## src/rtl/dip_config_ctrl.sv

```systemverilog
`default_nettype none
// ============================================================================
// Module  : dip_config_ctrl
// Brief   : Scans the config DIP switches through a 74HC165 chain and shares
//           the resulting byte with Zorro III host reads/writes.
// Revision: 1.0  initial release
// ============================================================================
module dip_config_ctrl #(
  parameter int CLK_DIV = 4
) (
  input  logic       CLK,
  input  logic       RESET_n,
  input  logic       sel,
  input  logic       reg_sel,
  input  logic       FCS_n,
  input  logic       READ,
  input  logic [7:0] DIN,
  output logic [7:0] DOUT,
  output logic       dtack,
  output logic       DIP_LOAD_n,
  output logic       DIP_SCK,
  input  logic       DIP_SDI,
  output logic [7:0] cfg,
  output logic       cfg_valid,
  output logic       ext_term
);

  localparam logic [7:0] c_div_last = 8'(CLK_DIV - 1);

  typedef enum logic [2:0] {
    S_START = 3'd0,
    S_LOAD  = 3'd1,
    S_SHLO  = 3'd2,
    S_SHHI  = 3'd3,
    S_DONE  = 3'd4,
    S_IDLE  = 3'd5
  } scan_state_t;

  typedef enum logic [1:0] {
    H_IDLE = 2'd0,
    H_WAIT = 2'd1,
    H_ACK  = 2'd2
  } host_state_t;

  scan_state_t r_scan, w_scan_nxt;
  host_state_t r_host, w_host_nxt;

  logic [7:0] r_div;
  logic [2:0] r_bitcnt;
  logic [7:0] r_shift;
  logic [7:0] r_dip_raw;
  logic [7:0] r_shadow;
  logic       r_override;
  logic       r_rescan;

  logic       r_sel, r_reg_sel, r_fcs_n, r_read;
  logic [7:0] r_din;

  logic [7:0] r_dout, r_cfg;
  logic       r_dtack, r_load_n, r_sck, r_cfg_valid, r_ext_term;

  logic       w_div_last, w_busy, w_ack_entry, w_cfg_wr, w_ctl_wr, w_rescan_set;
  logic       w_ov_nxt;
  logic [7:0] w_raw_nxt, w_shadow_nxt, w_cfg_nxt;

  assign w_div_last   = (r_div == c_div_last);
  assign w_busy       = (r_scan != S_IDLE);
  assign w_ack_entry  = (w_host_nxt == H_ACK) && (r_host != H_ACK);
  assign w_cfg_wr     = w_ack_entry && !r_reg_sel && !r_read;
  assign w_ctl_wr     = w_ack_entry && r_reg_sel && !r_read;
  assign w_rescan_set = w_ctl_wr && r_din[0] && !w_busy && !r_rescan;

  always_ff @(posedge CLK or negedge RESET_n) begin
    if (!RESET_n) begin
      r_scan <= S_START;
      r_host <= H_IDLE;
    end else begin
      r_scan <= w_scan_nxt;
      r_host <= w_host_nxt;
    end
  end

  always_comb begin
    w_scan_nxt = r_scan;
    case (r_scan)
      S_START: w_scan_nxt = S_LOAD;
      S_LOAD:  if (w_div_last) w_scan_nxt = S_SHLO;
      S_SHLO:  if (w_div_last) w_scan_nxt = S_SHHI;
      S_SHHI:  if (w_div_last) w_scan_nxt = (r_bitcnt == 3'd0) ? S_DONE : S_SHLO;
      S_DONE:  w_scan_nxt = S_IDLE;
      S_IDLE:  if (r_rescan) w_scan_nxt = S_START;
      default: w_scan_nxt = S_START;
    endcase
  end

  // Config-register accesses must not observe a half-finished scan.
  always_comb begin
    w_host_nxt = r_host;
    case (r_host)
      H_IDLE:  if (r_sel && !r_fcs_n) w_host_nxt = (!r_reg_sel && w_busy) ? H_WAIT : H_ACK;
      H_WAIT:  if (!w_busy) w_host_nxt = H_ACK;
      H_ACK:   if (r_fcs_n) w_host_nxt = H_IDLE;
      default: w_host_nxt = H_IDLE;
    endcase
  end

  always_comb begin
    w_raw_nxt    = (r_scan == S_DONE) ? r_shift : r_dip_raw;
    w_shadow_nxt = w_cfg_wr ? r_din : r_shadow;
    w_ov_nxt     = r_override;
    if (w_cfg_wr)
      w_ov_nxt = 1'b1;
    else if (w_ctl_wr && r_din[1])
      w_ov_nxt = 1'b0;
    w_cfg_nxt = w_ov_nxt ? w_shadow_nxt : w_raw_nxt;
  end

  always_ff @(posedge CLK or negedge RESET_n) begin
    if (!RESET_n) begin
      r_div    <= 8'd0;
      r_bitcnt <= 3'd7;
      r_shift  <= 8'd0;
      r_rescan <= 1'b0;
    end else begin
      if (w_scan_nxt != r_scan)
        r_div <= 8'd0;
      else if (w_busy)
        r_div <= r_div + 8'd1;
      if (r_scan == S_LOAD && w_div_last)
        r_bitcnt <= 3'd7;
      else if (r_scan == S_SHHI && w_div_last)
        r_bitcnt <= r_bitcnt - 3'd1;
      // Closed switch pulls the line low, which reads as a 1.
      if (r_scan == S_SHLO && w_div_last)
        r_shift[r_bitcnt] <= ~DIP_SDI;
      if (r_scan == S_IDLE && r_rescan)
        r_rescan <= 1'b0;
      else if (w_rescan_set)
        r_rescan <= 1'b1;
    end
  end

  always_ff @(posedge CLK or negedge RESET_n) begin
    if (!RESET_n) begin
      r_sel       <= 1'b0;
      r_reg_sel   <= 1'b0;
      r_fcs_n     <= 1'b1;
      r_read      <= 1'b1;
      r_din       <= 8'd0;
      r_dip_raw   <= 8'd0;
      r_shadow    <= 8'd0;
      r_override  <= 1'b0;
      r_dout      <= 8'hFF;
      r_dtack     <= 1'b0;
      r_load_n    <= 1'b1;
      r_sck       <= 1'b0;
      r_cfg       <= 8'd0;
      r_cfg_valid <= 1'b0;
      r_ext_term  <= 1'b0;
    end else begin
      r_sel      <= sel;
      r_reg_sel  <= reg_sel;
      r_fcs_n    <= FCS_n;
      r_read     <= READ;
      r_din      <= DIN;
      r_dip_raw  <= w_raw_nxt;
      r_shadow   <= w_shadow_nxt;
      r_override <= w_ov_nxt;
      r_dtack    <= (w_host_nxt == H_ACK);
      if (w_ack_entry && r_read)
        r_dout <= r_reg_sel ? {w_busy, r_override, r_cfg_valid, 5'b0} : r_cfg;
      r_load_n   <= (w_scan_nxt != S_LOAD);
      r_sck      <= (w_scan_nxt == S_SHHI);
      if (r_scan == S_DONE)
        r_cfg_valid <= 1'b1;
      r_cfg      <= w_cfg_nxt;
      r_ext_term <= w_cfg_nxt[0];
    end
  end

  assign DOUT       = r_dout;
  assign dtack      = r_dtack;
  assign DIP_LOAD_n = r_load_n;
  assign DIP_SCK    = r_sck;
  assign cfg        = r_cfg;
  assign cfg_valid  = r_cfg_valid;
  assign ext_term   = r_ext_term;

endmodule
`default_nettype wire

```

## config.mk

```make
export PLATFORM = sky130hd
export DESIGN_NAME = dip_config_ctrl
export DESIGN_NICKNAME = d
export VERILOG_FILES = /design/src/rtl/dip_config_ctrl.sv
export SDC_FILE = /design/constraint.sdc
export NUM_CORES = 1
export LEC_CHECK = 0
export ABC_AREA = 1
export BUFFER_PORTS_ARGS = -buffer_cell sky130_fd_sc_hd__buf_4
export CAP_MARGIN = 20
export CORE_ASPECT_RATIO = 1.75
export CORE_MARGIN = 3
export CORE_UTILIZATION = 60
export CTS_BUF_LIST = sky130_fd_sc_hd__clkbuf_8
export DETAILED_ROUTE_END_ITERATION = 8
export GPL_TIMING_DRIVEN = 0
export PLACE_DENSITY = 0.81
export SLEW_MARGIN = 30
export SYNTH_ARGS = -nofsm -noshare
export SYNTH_HDL_FRONTEND = slang
export SYNTH_SLANG_ARGS = --single-unit
```

## constraint.sdc

```tcl
create_clock -name CLK -period 3.9 [get_ports CLK]
set_input_delay 0.39 -clock CLK [delete_from_list [all_inputs] [get_ports CLK]]
set_output_delay 0.39 -clock CLK [all_outputs]
set_load 0.01 [all_outputs]
```

==> qor.txt <==
STATUS
-----------------------------------------------------------------------------------------------
Outcome .......................................................................... complete, no violations

LOGIC SYNTHESIS
-----------------------------------------------------------------------------------------------
Yosys reg bits ...................................................................           74
Portion of the post-synthesis area used by sequential elements ...................       59.86%
Post-synthesis area per instance .................................................    9.978 um2
Netlist area before placement ....................................................     3123 um2
Net count of the mapped netlist ..................................................          331
Synthesis Warnings ...............................................................            0
Synth Instances ..................................................................          313
Number of distinct standard cells referenced by the synthesized netlist ..........           35

TIMING
-----------------------------------------------------------------------------------------------
Setup Total Neg Slack ............................................................         0 ps
Number of pins exceeding their max-slew limit in the final report ................            0
Total of endpoints with negative setup slack in the final report .................            0
FMAX .............................................................................    527.6 MHz
Min Tclk post-route ..............................................................      1896 ps
Worst clock skew on the final layout .............................................     16.79 ps
RSZ-0062 raised after global routing .............................................        false
Final hold slack .................................................................     29.66 ps
Slew at the pin closest to its max-slew limit ....................................     638.0 ps
Final Hold Fails .................................................................            0
Period Utilization, post-route ...................................................       48.60%
Rel. slew slack ..................................................................       57.47%

CRITICAL PATH
-----------------------------------------------------------------------------------------------
Worst-case reg-to-reg path depth .................................................            9
CP required ......................................................................      4160 ps
Worst-path cell with the longest stage delay .....................................      dfrtp_1
Worst-path cell chain ............................................................ ha_1, inv_1, nor3_1, nand2_1, nand2_1, nand3_1, nand2_1, nand3_1, nor2_1
Worst setup path class ...........................................................      reg2reg
Worst path top cell family by delay .............................................. simple AND/OR/NAND/NOR gates
Number of buffer and inverter instances along the worst setup path ...............            1
Start point of the critical path .................................................     r_div[1]
Critical Path Fanout Max .........................................................            8
Critical path data arrival time ..................................................      2160 ps
Critical Path Sink Type ..........................................................     register
Maximum cell stage delay along the critical path .................................       370 ps
Reg-to-Reg End ...................................................................     r_div[2]
Reg-to-reg setup timing slack ....................................................      2000 ps
Critical Path Sink ...............................................................     r_div[2]
Critical path launch point type ..................................................     register
Most used cell along the critical path ...........................................      nand2_1
Critical R2R Launch ..............................................................     r_div[1]
Total number of cells along the worst setup path .................................            9

CLOCKING
-----------------------------------------------------------------------------------------------
CTS tree .........................................................................         done
CTS buffer count .................................................................            9
# Post-CTS Setup Buffers .........................................................            0
Clock input transition at the sequential cells of the worst setup and hold paths .        90 ps
H-tree depth .....................................................................            3
Clock latency reported for the late side of the worst-skew pair ..................       350 ps
Cts repair resizes ...............................................................            0
Sink Count .......................................................................           74
Root buffer cell .................................................................     clkbuf_8
Number of buffers inserted by hold repair at cts .................................            0
Max Buffers Root-to-Sink .........................................................            2

PLACEMENT
-----------------------------------------------------------------------------------------------
Dpl hpwl .........................................................................      4183 um
Global placement routability congestion ..........................................       0.8166
Placement-stage cell area ........................................................     3453 um2
Port-buffer cells ................................................................           35

DRT
-----------------------------------------------------------------------------------------------
Detailed-route wire length per cell ..............................................     14.01 um
Remaining antenna violation count after routing ..................................            0
Number of DRC markers after the initial detailed-route iteration .................          140
Drt total wl .....................................................................      5857 um
DRC violations left ..............................................................            0
Number of vias in the routed layout ..............................................         2284
Vias per cell ....................................................................        5.464
Detailed-routing iteration count for the pre-antenna-repair pass .................            4

FLOORPLANNING
-----------------------------------------------------------------------------------------------
# rows ...........................................................................           34
Initial Utilization ..............................................................       62.21%
X dimension of the die ...........................................................     60.54 um
Number of ports placed on the die boundary .......................................           36
Core area ........................................................................     5020 um2
Die area .........................................................................     6141 um2
Die Y-Extent .....................................................................     101.4 um

GLOBAL ROUTING
-----------------------------------------------------------------------------------------------
Vias in the first global route ...................................................         2260
Global-route wire length before repair ...........................................      9673 um
Maximum number of pins on one net before global-route repair .....................           75
Initial antenna violation count ..................................................            0
Global-route usage over all layers ...............................................       21.42%
Final global-route overflow total ................................................            0

FINISH
-----------------------------------------------------------------------------------------------
Utilization after layout .........................................................       73.21%
Count of filler cells inserted in the layout .....................................          382
Area delta synth->final ..........................................................       17.67%
Nets@finish ......................................................................          377
Proportion of layout cells with a drive suffix above 1 ...........................       25.00%
Diodes inserted ..................................................................            0
Total non-filler cell area in the finished layout ................................     3675 um2

POWER
-----------------------------------------------------------------------------------------------
Static Leakage ...................................................................     1.868 nW
Worst VDD drop ...................................................................     440.1 uV
P per Cell Area .................................................................. 530.8 nW/um2

FLOW RUN
-----------------------------------------------------------------------------------------------
MaxCap Viol Count ................................................................            0

WORST HOLD PATH
-----------------------------------------------------------------------------------------------
Worst min-delay path category ....................................................     in2async

-- routing by layer --
layer / vias to the layer above / wire, um / global-route usage (%)
li1: 1107 / - / -
met1: 1097 / 2230 / 24.44
met2: 62 / 3202 / 35.92
met3: 18 / 218 / 5.102
met4: 0 / 205 / 11.85
met5: - / 0 / 0
-- layout make-up --
cell class | count | area (um2) | area share (%)
well taps | 54 | 67.56 | 1.839
plain buffers | 6 | 50.05 | 1.362
multi-input cells | 199 | 1076 | 29.28
clock buffers | 9 | 123.9 | 3.371
flip-flops and latches | 74 | 1869 | 50.87
inverters | 34 | 127.6 | 3.473
repair buffers | 35 | 266.5 | 7.252
clock inverters | 7 | 93.84 | 2.554
-- synthesized netlist by cell type, drive strengths merged --
library cell	number	area [um2]
o31ai	1	7.510
nand2	76	325.3
mux2	8	90.09
nor4	1	6.260
nand3b	1	7.510
o21ai	28	155.1
a211oi	1	7.510
buf	5	46.29
ha	3	37.54
nor3	6	30.03
nand4	3	18.77
dfrtp	60	1501
nand3	35	192.7
xnor2	1	8.760
o32ai	1	8.760
o21a	1	7.510
clkbuf	1	3.750
dfstp	14	367.9
nor2	25	103.9
mux2i	1	10.01
inv	34	127.6
a22oi	1	7.510
o221ai	1	8.760
o21bai	1	7.510
xor2	4	35.03
-- metrics by stage --
step                      cells  setup slack (ps)  power [mW]
after floorplan             313              2382       1.158
after global placement      402              2087       1.314
after detailed placement    402              2050       1.329
after CTS                   418              2010       1.969
after global routing        418              1745       2.051
final                       418              2004       1.951
-- cell usage in the layout, fill, tap and decap left out, types with 6 or more instances in the layout --
cell / count
buf_4: 35
clkbuf_8: 9
dfrtp_1: 60
dfstp_2: 14
inv_1: 35
mux2_2: 8
nand2_1: 70
nand3_1: 33
nor2_1: 23
nor3_1: 6
o21ai_0: 20
-- state kept, by name, summed over array words and instances, names as in the netlist, 2 cells and up --
signal     flops
r_bitcnt       3
r_host         2
DOUT           8
r_shift        8
r_din          8
r_shadow       8
r_dip_raw      8
r_div          8
r_scan         3
cfg            8
-- kinds of logic after synthesis --
family	after synthesis	share of synthesized area [%]
multiplexers	9	3.205
flip-flops	74	59.86
buffers and inverters	40	5.689
XOR/XNOR	5	1.402
AND/OR/NAND/NOR	147	21.92
adder cells (fa/ha/maj)	3	1.202
AO/OA/AOI/OAI	35	6.731
-- how the worst min path moves through the flow --
stage | start | end | depth (start not counted) | slack [ps]
after global routing | RESET_n | r_div[6] | 1 | 80
after CTS | DIN[4] | r_din[4] | 1 | 140
after floorplan | RESET_n | DIP_SCK | 0 | 90
after global placement | r_shadow[4] | r_shadow[4] | 2 | 450
after detailed placement | r_shadow[7] | r_shadow[7] | 2 | 460
final | RESET_n | r_scan[1] | 1 | 30
-- report_power, final --
part,internal (mW),switching (mW)
sequential,0.901,0.0580
combinational,0.156,0.198
clock,0.360,0.278
(Power assumes the default switching activity.)
